===== src/rtl/lcd_spi_tx_pkg.sv =====
// Shared definitions for the EADOGS102N-6 LCD SPI byte transmitter.
//  - state_t       : transmitter FSM states
//  - BITS_PER_BYTE : bits shifted per transfer
//  - CD_CMD/CD_DATA: LCD CD pin encodings
//  - cnt_width()   : width of the CS setup/hold counter (never below 1 bit)
package lcd_spi_tx_pkg;

    typedef enum logic [1:0] {
        ST_IDLE  = 2'd0,
        ST_SETUP = 2'd1,
        ST_SHIFT = 2'd2,
        ST_HOLD  = 2'd3
    } state_t;

    localparam int   BITS_PER_BYTE = 8;
    localparam logic CD_CMD        = 1'b0;
    localparam logic CD_DATA       = 1'b1;

    // Bits needed to count 0..max(a,b); at least one bit so the counter always exists.
    function automatic int cnt_width(input int a, input int b);
        int m;
        int w;
        m = (a > b) ? a : b;
        w = $clog2(m + 1);
        return (w < 1) ? 1 : w;
    endfunction

endpackage


===== src/rtl/lcd_spi_tx.sv =====
// Byte-level SPI mode-0 transmitter for the EADOGS102N-6 LCD.
// Bytes arrive over valid/ready into a one-entry holding register, move into an
// 8-bit shift register and are sent MSB first. The external SCK generator is
// gated by o_sck_en and reports its edges on i_sck_rise / i_sck_fall, which are
// the only timebase used for shifting.
// Ports:
//  i_sysclk, i_sysrst     clock and synchronous active-high reset
//  i_valid, i_data, i_cd  upstream byte and its CD value; o_ready = holding reg empty
//  o_sck_en               enable to the SCK generator
//  i_sck_rise, i_sck_fall one-cycle SCK edge strobes from the SCK generator
//  o_mosi, o_cs_n, o_cd   LCD pins
//  o_busy                 FSM not idle
//  o_done                 one-cycle pulse per byte fully shifted out
module lcd_spi_tx
    import lcd_spi_tx_pkg::*;
#(
    parameter int CS_SETUP_CYC = 2,
    parameter int CS_HOLD_CYC  = 2
) (
    input  logic       i_sysclk,
    input  logic       i_sysrst,
    input  logic       i_valid,
    input  logic [7:0] i_data,
    input  logic       i_cd,
    output logic       o_ready,
    output logic       o_sck_en,
    input  logic       i_sck_rise,
    input  logic       i_sck_fall,
    output logic       o_mosi,
    output logic       o_cs_n,
    output logic       o_cd,
    output logic       o_busy,
    output logic       o_done
);

    localparam int CW           = cnt_width(CS_SETUP_CYC, CS_HOLD_CYC);
    localparam int SETUP_LAST_I = (CS_SETUP_CYC > 0) ? CS_SETUP_CYC - 1 : 0;
    localparam int HOLD_LAST_I  = (CS_HOLD_CYC > 0) ? CS_HOLD_CYC - 1 : 0;
    localparam logic [CW-1:0] SETUP_LAST = SETUP_LAST_I[CW-1:0];
    localparam logic [CW-1:0] HOLD_LAST  = HOLD_LAST_I[CW-1:0];
    localparam logic [CW-1:0] CNT_ZERO   = CW'(1'b0);
    localparam logic [CW-1:0] CNT_ONE    = CW'(1'b1);
    localparam logic [3:0]    BITS_4     = 4'(BITS_PER_BYTE);

    state_t          r_state;
    logic            r_hold_full;
    logic            r_hold_cd;
    logic [7:0]      r_hold_data;
    logic [7:0]      r_shift;
    logic [3:0]      r_bitcnt;
    logic [CW-1:0]   r_cnt;
    logic            r_cs_n;
    logic            r_cd;
    logic            r_sck_en;
    logic            r_mosi;
    logic            r_busy;
    logic            r_done;
    logic            r_ready;

    state_t          w_state_nxt;
    logic            w_accept;
    logic            w_load;
    logic            w_hold_full_nxt;
    logic            w_hold_cd_nxt;
    logic [7:0]      w_hold_data_nxt;
    logic [7:0]      w_shift_nxt;
    logic [3:0]      w_bitcnt_nxt;
    logic [CW-1:0]   w_cnt_nxt;
    logic            w_cs_n_nxt;
    logic            w_cd_nxt;
    logic            w_sck_en_nxt;
    logic            w_mosi_nxt;
    logic            w_busy_nxt;
    logic            w_done_nxt;

    // Next-state and next-output logic for the transfer FSM and its datapath.
    always_comb begin
        w_state_nxt  = r_state;
        w_load       = 1'b0;
        w_shift_nxt  = r_shift;
        w_bitcnt_nxt = r_bitcnt;
        w_cnt_nxt    = r_cnt;
        w_cs_n_nxt   = r_cs_n;
        w_cd_nxt     = r_cd;
        w_sck_en_nxt = r_sck_en;
        w_done_nxt   = 1'b0;
        w_accept     = i_valid & ~r_hold_full;

        case (r_state)
            ST_IDLE: begin
                w_sck_en_nxt = 1'b0;
                w_cs_n_nxt   = 1'b1;
                if (r_hold_full) begin
                    w_load       = 1'b1;
                    w_shift_nxt  = r_hold_data;
                    w_cd_nxt     = r_hold_cd;
                    w_cs_n_nxt   = 1'b0;
                    w_bitcnt_nxt = 4'd0;
                    w_cnt_nxt    = CNT_ZERO;
                    if (CS_SETUP_CYC > 0) begin
                        w_state_nxt = ST_SETUP;
                    end else begin
                        // SCK enable follows one cycle later from SHIFT itself.
                        w_state_nxt = ST_SHIFT;
                    end
                end else begin
                    w_state_nxt = ST_IDLE;
                end
            end
            ST_SETUP: begin
                if (r_cnt == SETUP_LAST) begin
                    w_state_nxt  = ST_SHIFT;
                    w_sck_en_nxt = 1'b1;
                end else begin
                    w_cnt_nxt = r_cnt + CNT_ONE;
                end
            end
            ST_SHIFT: begin
                w_sck_en_nxt = 1'b1;
                if (i_sck_rise) begin
                    // A coincident fall strobe is deliberately dropped.
                    w_bitcnt_nxt = r_bitcnt + 4'd1;
                end else if (i_sck_fall) begin
                    if (r_bitcnt < BITS_4) begin
                        w_shift_nxt = {r_shift[6:0], 1'b0};
                    end else begin
                        w_done_nxt = 1'b1;
                        if (r_hold_full) begin
                            // SCK is low here, so CD may change for the next byte.
                            w_load       = 1'b1;
                            w_shift_nxt  = r_hold_data;
                            w_cd_nxt     = r_hold_cd;
                            w_bitcnt_nxt = 4'd0;
                        end else begin
                            w_sck_en_nxt = 1'b0;
                            w_cnt_nxt    = CNT_ZERO;
                            if (CS_HOLD_CYC > 0) begin
                                w_state_nxt = ST_HOLD;
                            end else begin
                                w_state_nxt = ST_IDLE;
                                w_cs_n_nxt  = 1'b1;
                            end
                        end
                    end
                end else begin
                    w_bitcnt_nxt = r_bitcnt;
                end
            end
            ST_HOLD: begin
                w_sck_en_nxt = 1'b0;
                if (r_cnt == HOLD_LAST) begin
                    w_state_nxt = ST_IDLE;
                    w_cs_n_nxt  = 1'b1;
                end else begin
                    w_cnt_nxt = r_cnt + CNT_ONE;
                end
            end
            default: begin
                w_state_nxt  = ST_IDLE;
                w_cs_n_nxt   = 1'b1;
                w_sck_en_nxt = 1'b0;
            end
        endcase

        // Holding register: fill on accept, empty on transfer to the shift register.
        w_hold_full_nxt = w_accept | (r_hold_full & ~w_load);
        if (w_accept) begin
            w_hold_data_nxt = i_data;
            w_hold_cd_nxt   = i_cd;
        end else begin
            w_hold_data_nxt = r_hold_data;
            w_hold_cd_nxt   = r_hold_cd;
        end

        w_mosi_nxt = (w_state_nxt == ST_IDLE) ? 1'b0 : w_shift_nxt[7];
        w_busy_nxt = (w_state_nxt != ST_IDLE);
    end

    // State and datapath registers with synchronous reset.
    always_ff @(posedge i_sysclk) begin
        if (i_sysrst) begin
            r_state     <= ST_IDLE;
            r_hold_full <= 1'b0;
            r_hold_cd   <= CD_CMD;
            r_hold_data <= 8'h00;
            r_shift     <= 8'h00;
            r_bitcnt    <= 4'd0;
            r_cnt       <= CNT_ZERO;
            r_cs_n      <= 1'b1;
            r_cd        <= CD_CMD;
            r_sck_en    <= 1'b0;
            r_mosi      <= 1'b0;
            r_busy      <= 1'b0;
            r_done      <= 1'b0;
            r_ready     <= 1'b1;
        end else begin
            r_state     <= w_state_nxt;
            r_hold_full <= w_hold_full_nxt;
            r_hold_cd   <= w_hold_cd_nxt;
            r_hold_data <= w_hold_data_nxt;
            r_shift     <= w_shift_nxt;
            r_bitcnt    <= w_bitcnt_nxt;
            r_cnt       <= w_cnt_nxt;
            r_cs_n      <= w_cs_n_nxt;
            r_cd        <= w_cd_nxt;
            r_sck_en    <= w_sck_en_nxt;
            r_mosi      <= w_mosi_nxt;
            r_busy      <= w_busy_nxt;
            r_done      <= w_done_nxt;
            r_ready     <= ~w_hold_full_nxt;
        end
    end

    assign o_ready  = r_ready;
    assign o_sck_en = r_sck_en;
    assign o_mosi   = r_mosi;
    assign o_cs_n   = r_cs_n;
    assign o_cd     = r_cd;
    assign o_busy   = r_busy;
    assign o_done   = r_done;

endmodule


===== config.mk =====
export PLATFORM = sky130hd
export DESIGN_NAME = lcd_spi_tx
export DESIGN_NICKNAME = d
export VERILOG_FILES = /design/src/rtl/lcd_spi_tx_pkg.sv /design/src/rtl/lcd_spi_tx.sv
export SDC_FILE = /design/constraint.sdc
export NUM_CORES = 1
export LEC_CHECK = 0
export ABC_AREA = 1
export BUFFER_PORTS_ARGS = -buffer_cell sky130_fd_sc_hd__buf_2
export CAP_MARGIN = 5
export CORE_MARGIN = 3
export CORE_UTILIZATION = 34
export CTS_CLUSTER_DIAMETER = 80
export DETAILED_ROUTE_END_ITERATION = 10
export GPL_TIMING_DRIVEN = 0
export PLACE_DENSITY_LB_ADDON = 0.3
export SYNTH_ARGS = -nofsm -noshare
export SYNTH_HDL_FRONTEND = slang
export SYNTH_SLANG_ARGS = --single-unit

===== constraint.sdc =====
create_clock -name i_sysclk -period 2 [get_ports i_sysclk]
set_input_delay 0.3 -clock i_sysclk [delete_from_list [all_inputs] [get_ports i_sysclk]]
set_output_delay 0.3 -clock i_sysclk [all_outputs]
set_load 0.01 [all_outputs]

==> results of run 1 <==
area by class of cell:
cell class,instances,area (sq um),area share [%]
multi-input combinational,163,785.8,41.87
sequential,33,660.6,35.20
inverter,36,135.1,7.200
timing repair buffer,20,100.1,5.333
clock buffer,7,96.34,5.133
tap,52,65.06,3.467
buffer,5,28.78,1.533
clock inverter,1,5.005,0.2667
metrics by stage:
step	setup slack [ns]	total power [mW]	cells	hold slack, ns
final	0.3619	1.465	317	0.2552
after global routing	0.1438	1.540	317	0.2576
after CTS	0.3599	1.480	317	0.2551
after detailed placement	0.3787	0.9254	309	0.4673
after global placement	0.3666	0.9228	309	0.4565
after floorplan	0.5932	0.8644	237	0.4436
layout by cell type (no fill, tap or decap):
cell type	instances
inv_2	2
nand2_1	45
clkinv_1	1
o21ai_0	41
or2_2	1
nor3_1	2
buf_6	1
o21ai_1	2
clkinv_2	1
clkbuf_1	2
nor3_2	2
a21oi_1	17
inv_1	33
dfxtp_1	33
ha_1	6
nand3_2	1
buf_2	22
nand3_1	5
clkbuf_8	7
nor2_1	37
nor2_4	1
o211ai_1	1
nand2_2	2
cells by family (layout without fill, tap and decap cells):
group           Yosys count  count (layout)  share of synthesized area, %
buf+inv                  41              69                         10.18
flops                    33              33                         41.03
fa+ha+maj                 6               6                         4.662
simple gates             96              96                         25.02
compound gates           61              61                         19.11
layer usage:
| metal | vias to the layer above | GRT usage (%) | wire, um |
|---|---|---|---|
| li1 | 810 | - | - |
| met1 | 668 | 17.37 | 1764 |
| met2 | 15 | 22.73 | 1583 |
| met3 | 6 | 4.673 | 136 |
| met4 | 0 | 5.534 | 58 |
| met5 | - | 0 | 0 |
path summary, 6_finish.rpt:
| check | start | endpoint | slack [ns] | cells past startpoint |
|---|---|---|---|---|
| setup / recovery | r_state[0] | r_bitcnt[0] | 0.36 | 8 |
| hold / removal | i_data[2] | r_hold_data[2] | 0.26 | 3 |
| setup reg to reg | r_state[0] | r_bitcnt[0] | 0.36 | 8 |
| hold reg to reg | r_cnt[1] | r_cnt[1] | 0.48 | 2 |
power breakdown:
part,internal [mW],leakage [nW],switching [mW],total [mW]
sequential,0.698,0.270,0.0196,0.717
combinational,0.0716,0.563,0.120,0.192
clock,0.311,0.0542,0.245,0.556
registers in the layout, summed over array words and instances, names as in the netlist, 2 cells and up:
register	flops
r_state	2
r_cnt	2
r_hold_data	8
r_bitcnt	4
r_shift	8
worst max-delay path, delay by kind of cell, from the launching register on:
kind	cells	cell delay, ns
flip-flops	1	0.36
AO/OA/AOI/OAI	3	0.56
adder cells (fa/ha/maj)	1	0.27
buffers and inverters	3	0.29
AND/OR/NAND/NOR	1	0.06
Yosys cell counts:
master    number
a21oi_1       17
buf_2          2
buf_6          1
clkbuf_1       2
clkinv_1       1
dfxtp_1       33
ha_1           6
inv_1         33
inv_2          2
nand2_1       45
nand2_2        2
nand3_1        5
nand3_2        1
nor2_1        37
nor2_4         1
nor3_1         2
nor3_2         2
o211ai_1       1
o21ai_0       41
o21ai_1        2
or2_2          1
==> flow_summary.yaml, run 1 <==
status:
  status: "finished clean"
timing:
  max_slew_margin_pct: 63.41
  tightest_slew_ns: 0.5488
  setup_viol: 0
  finalClockSkew_ns: 0.008809
  rsz0062_at_grt: "no"
  final_max_slew_viol_count: 0
  finalCritPeriodShare_pct: 81.91
  fin_crit_ns: 1.638
  hold_viol: 0
  max_freq_mhz: 610.5
  fin_setup_tns_ns: 0
critical_path:
  crit_arrival_ns: 1.82
  worst-path-max-fanout: 6
  cp-start-kind: "flip-flop"
  cp.required_ns: 2.18
  crit_type: "reg2reg"
  cpPeakStageDelay_ns: 0.36
  path_cells: "inv_1 -> ha_1 -> inv_2 -> nor2_4 -> a21oi_1 -> o21ai_1 -> o21ai_0 -> inv_1"
  crit_top_cell: "inv_1"
  crit_slowest_cell: "dfxtp_1"
  crit_path_end_kind: "flip-flop"
grt:
  grt_max_degree: 11
  overflow: 0
  grt_usage_pct: 14.10
  grt_pass1_vias: 1363
  antenna_found_initial: 0
  grt_pass1_wl_um: 5996
synth:
  ys_seq_area_share_pct: 41.03
  syn-num-nets: 257
  syn_inst: 237
  ys_ff_latch: 33
  synth.avg_cell_area_sq_um: 6.794
  netlist_area_sq_um: 1610
  yosysUniqueCellTypes: 21
  yosys.area.top_type: "dfxtp_1"
  yosys_warnings: 0
  yosys-top-cells-area: "dfxtp_1, o21ai_0, nand2_1"
  yosysTopAreaCellShare_pct: 41.03
detailed_routing:
  vias_per_cell: 4.729
  vias: 1499
  drt_iter0_drc: 72
  antenna_left: 0
  firstDrtPassIters: 4
  drc_errors: 0
  wl_um: 3542
  avgRoutedWirePerCell_um: 11.17
layout:
  fill_cells: 485
  antennaDiodeCount: 0
  layout-drive-gt1-share_pct: 15.09
  fin_nets: 284
  area_delta_synth_final_pct: 16.55
  final_util_pct: 41.95
  design_area_sq_um: 1877
hold_path:
  hp-class: "in2reg"
clock_tree:
  h-tree-depth: 2
  clock-sinks: 33
  post_cts_buffers: 0
  clkLatencyLatePin_ns: 0.29
  cts_root_buffer: "clkbuf_8"
  hold_buffers: 0
  post_cts_resize_count: 0
  path_clk_slew_ns: 0.07
  cts_tree: "done"
  clk_path_buf_depth: 2
  cts_buffers: 5
place:
  gp_congestion: 0.8079
  detailed_place_hpwl_um: 2677
  placedInstanceArea_sq_um: 1775
  io_buffers: 20
die:
  core_sq_um: 4474
  die_x_um: 74.82
  dieArea_sq_um: 5598
  start_util_pct: 35.99
  io_pins: 21
  num_rows: 24
  die_y_um: 74.82
flow_run:
  drv_cap: 0
power_and_ir_drop:
  power_density_nw_per_um2: 780.6
  leakagePower_nw: 0.8873
  peakVddDrop_v: 0.0004597
Note: power is estimated with default switching activity, not from simulation.
==> inputs of run 2 (changes only) <==
==> constraint.sdc (replaced) <==
create_clock -name i_sysclk -period 1.4 [get_ports i_sysclk]
set_input_delay 0.21 -clock i_sysclk [delete_from_list [all_inputs] [get_ports i_sysclk]]
set_output_delay 0.21 -clock i_sysclk [all_outputs]
set_load 0.01 [all_outputs]
==> flow_summary.yaml, run 2 (synthesis gave the netlist of run 1 again) <==
timing:
  hold_viol: 0
  setup_ws_ns: -0.06999
  fin_crit_ns: 1.470
  rsz0062_at_grt: "yes"
  tightest_slew_ns: 0.5442
  max_freq_mhz: 680.3
  hold_ws_ns: 0.1647
  fin_setup_tns_ns: -0.06999
  finalClockSkew_ns: 0.01154
  setup_viol: 1
  finalCritPeriodShare_pct: 105.0
  max_slew_margin_pct: 63.72
  final_max_slew_viol_count: 0
critical_path:
  crit_arrival_ns: 1.69
  crit_type: "reg2reg"
  cp.required_ns: 1.62
  crit_path_end_kind: "flip-flop"
  worst-path-max-fanout: 5
  r2r_setup_slack_ns: -0.07
  cp-start-kind: "flip-flop"
die:
  num_rows: 24
  die_x_um: 74.82
  dieArea_sq_um: 5598
  die_y_um: 74.82
  io_pins: 21
  start_util_pct: 35.99
  core_sq_um: 4474
layout:
  multi_input_comb_area_sq_um: 884.6
  fill_cells: 460
  regArea_sq_um: 668.1
  final_util_pct: 45.89
  layout-drive-gt1-share_pct: 26.01
  area_delta_synth_final_pct: 27.51
  antennaDiodeCount: 0
  instances_no_fill: 325
  final_cell_mix: "nand2_1, nor2_1, dfxtp_1"
  top_regs: "r_hold_data: 8 flops, r_shift: 8 flops, r_bitcnt: 4 flops"
  fin_nets: 292
  final_common_cell: "nand2_1"
clock_tree:
  clkLatencyLatePin_ns: 0.29
  path_clk_slew_ns: 0.08
  h-tree-depth: 2
  clk_path_buf_depth: 2
  clock-sinks: 33
  cts_buffers: 5
  hold_buffers: 0
  cts_tree: "done"
  cts_root_buffer: "clkbuf_8"
status:
  violations: "setup timing"
  status: "finished with violations"
power_and_ir_drop:
  leakagePower_nw: 0.9345
  peakVddDrop_v: 0.0006650
  power_density_nw_per_um2: 1043
flow_run:
  drv_cap: 0
grt:
  grt_max_degree: 11
  overflow: 0
  antenna_found_initial: 0
  grt_usage_pct: 14.90
  grt_pass1_vias: 1431
  grt_pass1_wl_um: 6320
detailed_routing:
  vias_per_cell: 4.705
  avgRoutedWirePerCell_um: 11.93
  vias: 1529
  antenna_left: 0
  drt_iter0_drc: 82
  drc_errors: 0
  firstDrtPassIters: 4
  wl_um: 3878
place:
  gp_congestion: 0.8079
  detailed_place_hpwl_um: 2677
  io_buffers: 20
  dp.cells: 309
hold_path:
  hp-class: "in2reg"
-- run 2: per-layer routing --
metal	share of wire (%)	routed length, um	GRT usage (%)	vias to the layer above
met3	4.0	156	4.806	8
met4	2.0	76	6.126	0
met5	0	0	0	-
li1	-	-	-	824
met1	47	1825	18.19	677
met2	47	1819	24.18	20
-- run 2: stage by stage --
step                area, sq um  total power, mW  worst slack, ns
floorplan                  1610            1.235        -0.006765
CTS                        1971            2.138        0.0009720
global placement           1775            1.318          -0.2334
global route               2053            2.252          -0.1289
detailed placement         1775            1.322          -0.2213
finish                     2053            2.141         -0.06999
-- run 2: path summary, 6_finish.rpt --
check,cells past startpoint,start,endpoint
setup / recovery,10,r_state[0],o_mosi
hold / removal,3,i_data[2],r_hold_data[2]
setup reg to reg,10,r_state[0],o_mosi
hold reg to reg,2,r_cnt[1],r_cnt[1]
-- run 2: final cells by class --
class | count | share of cell area (%)
plain buffers | 5 | 1.402
clock buffers | 7 | 4.692
clock inverters | 1 | 0.2438
inverters | 36 | 7.191
multi-input cells | 163 | 43.08
flip-flops and latches | 33 | 32.54
well taps | 52 | 3.169
repair buffers | 28 | 7.678
-- run 2: worst max-delay path, cell delays in order (launching register included) --
cell     delay [ns]
dfxtp_4        0.36
inv_6          0.07
ha_4           0.18
inv_6          0.05
nor2_4         0.18
nand3_2        0.13
nand2_2        0.08
nand2_1        0.06
nand2_1        0.07
nand2_2        0.08
a21oi_2        0.13
-- run 2: where the power goes --
part           switching, mW  internal (mW)  total [mW]
sequential            0.0304          0.995        1.03
clock                  0.353          0.444       0.797
combinational          0.193          0.125       0.318
-- run 2: what timing repair did --
item,CTS,global route
gates cloned,1,0
setup buffers,3,4
resized for setup,17,32
endpoints found under the setup margin,20,21
pin swaps,1,11
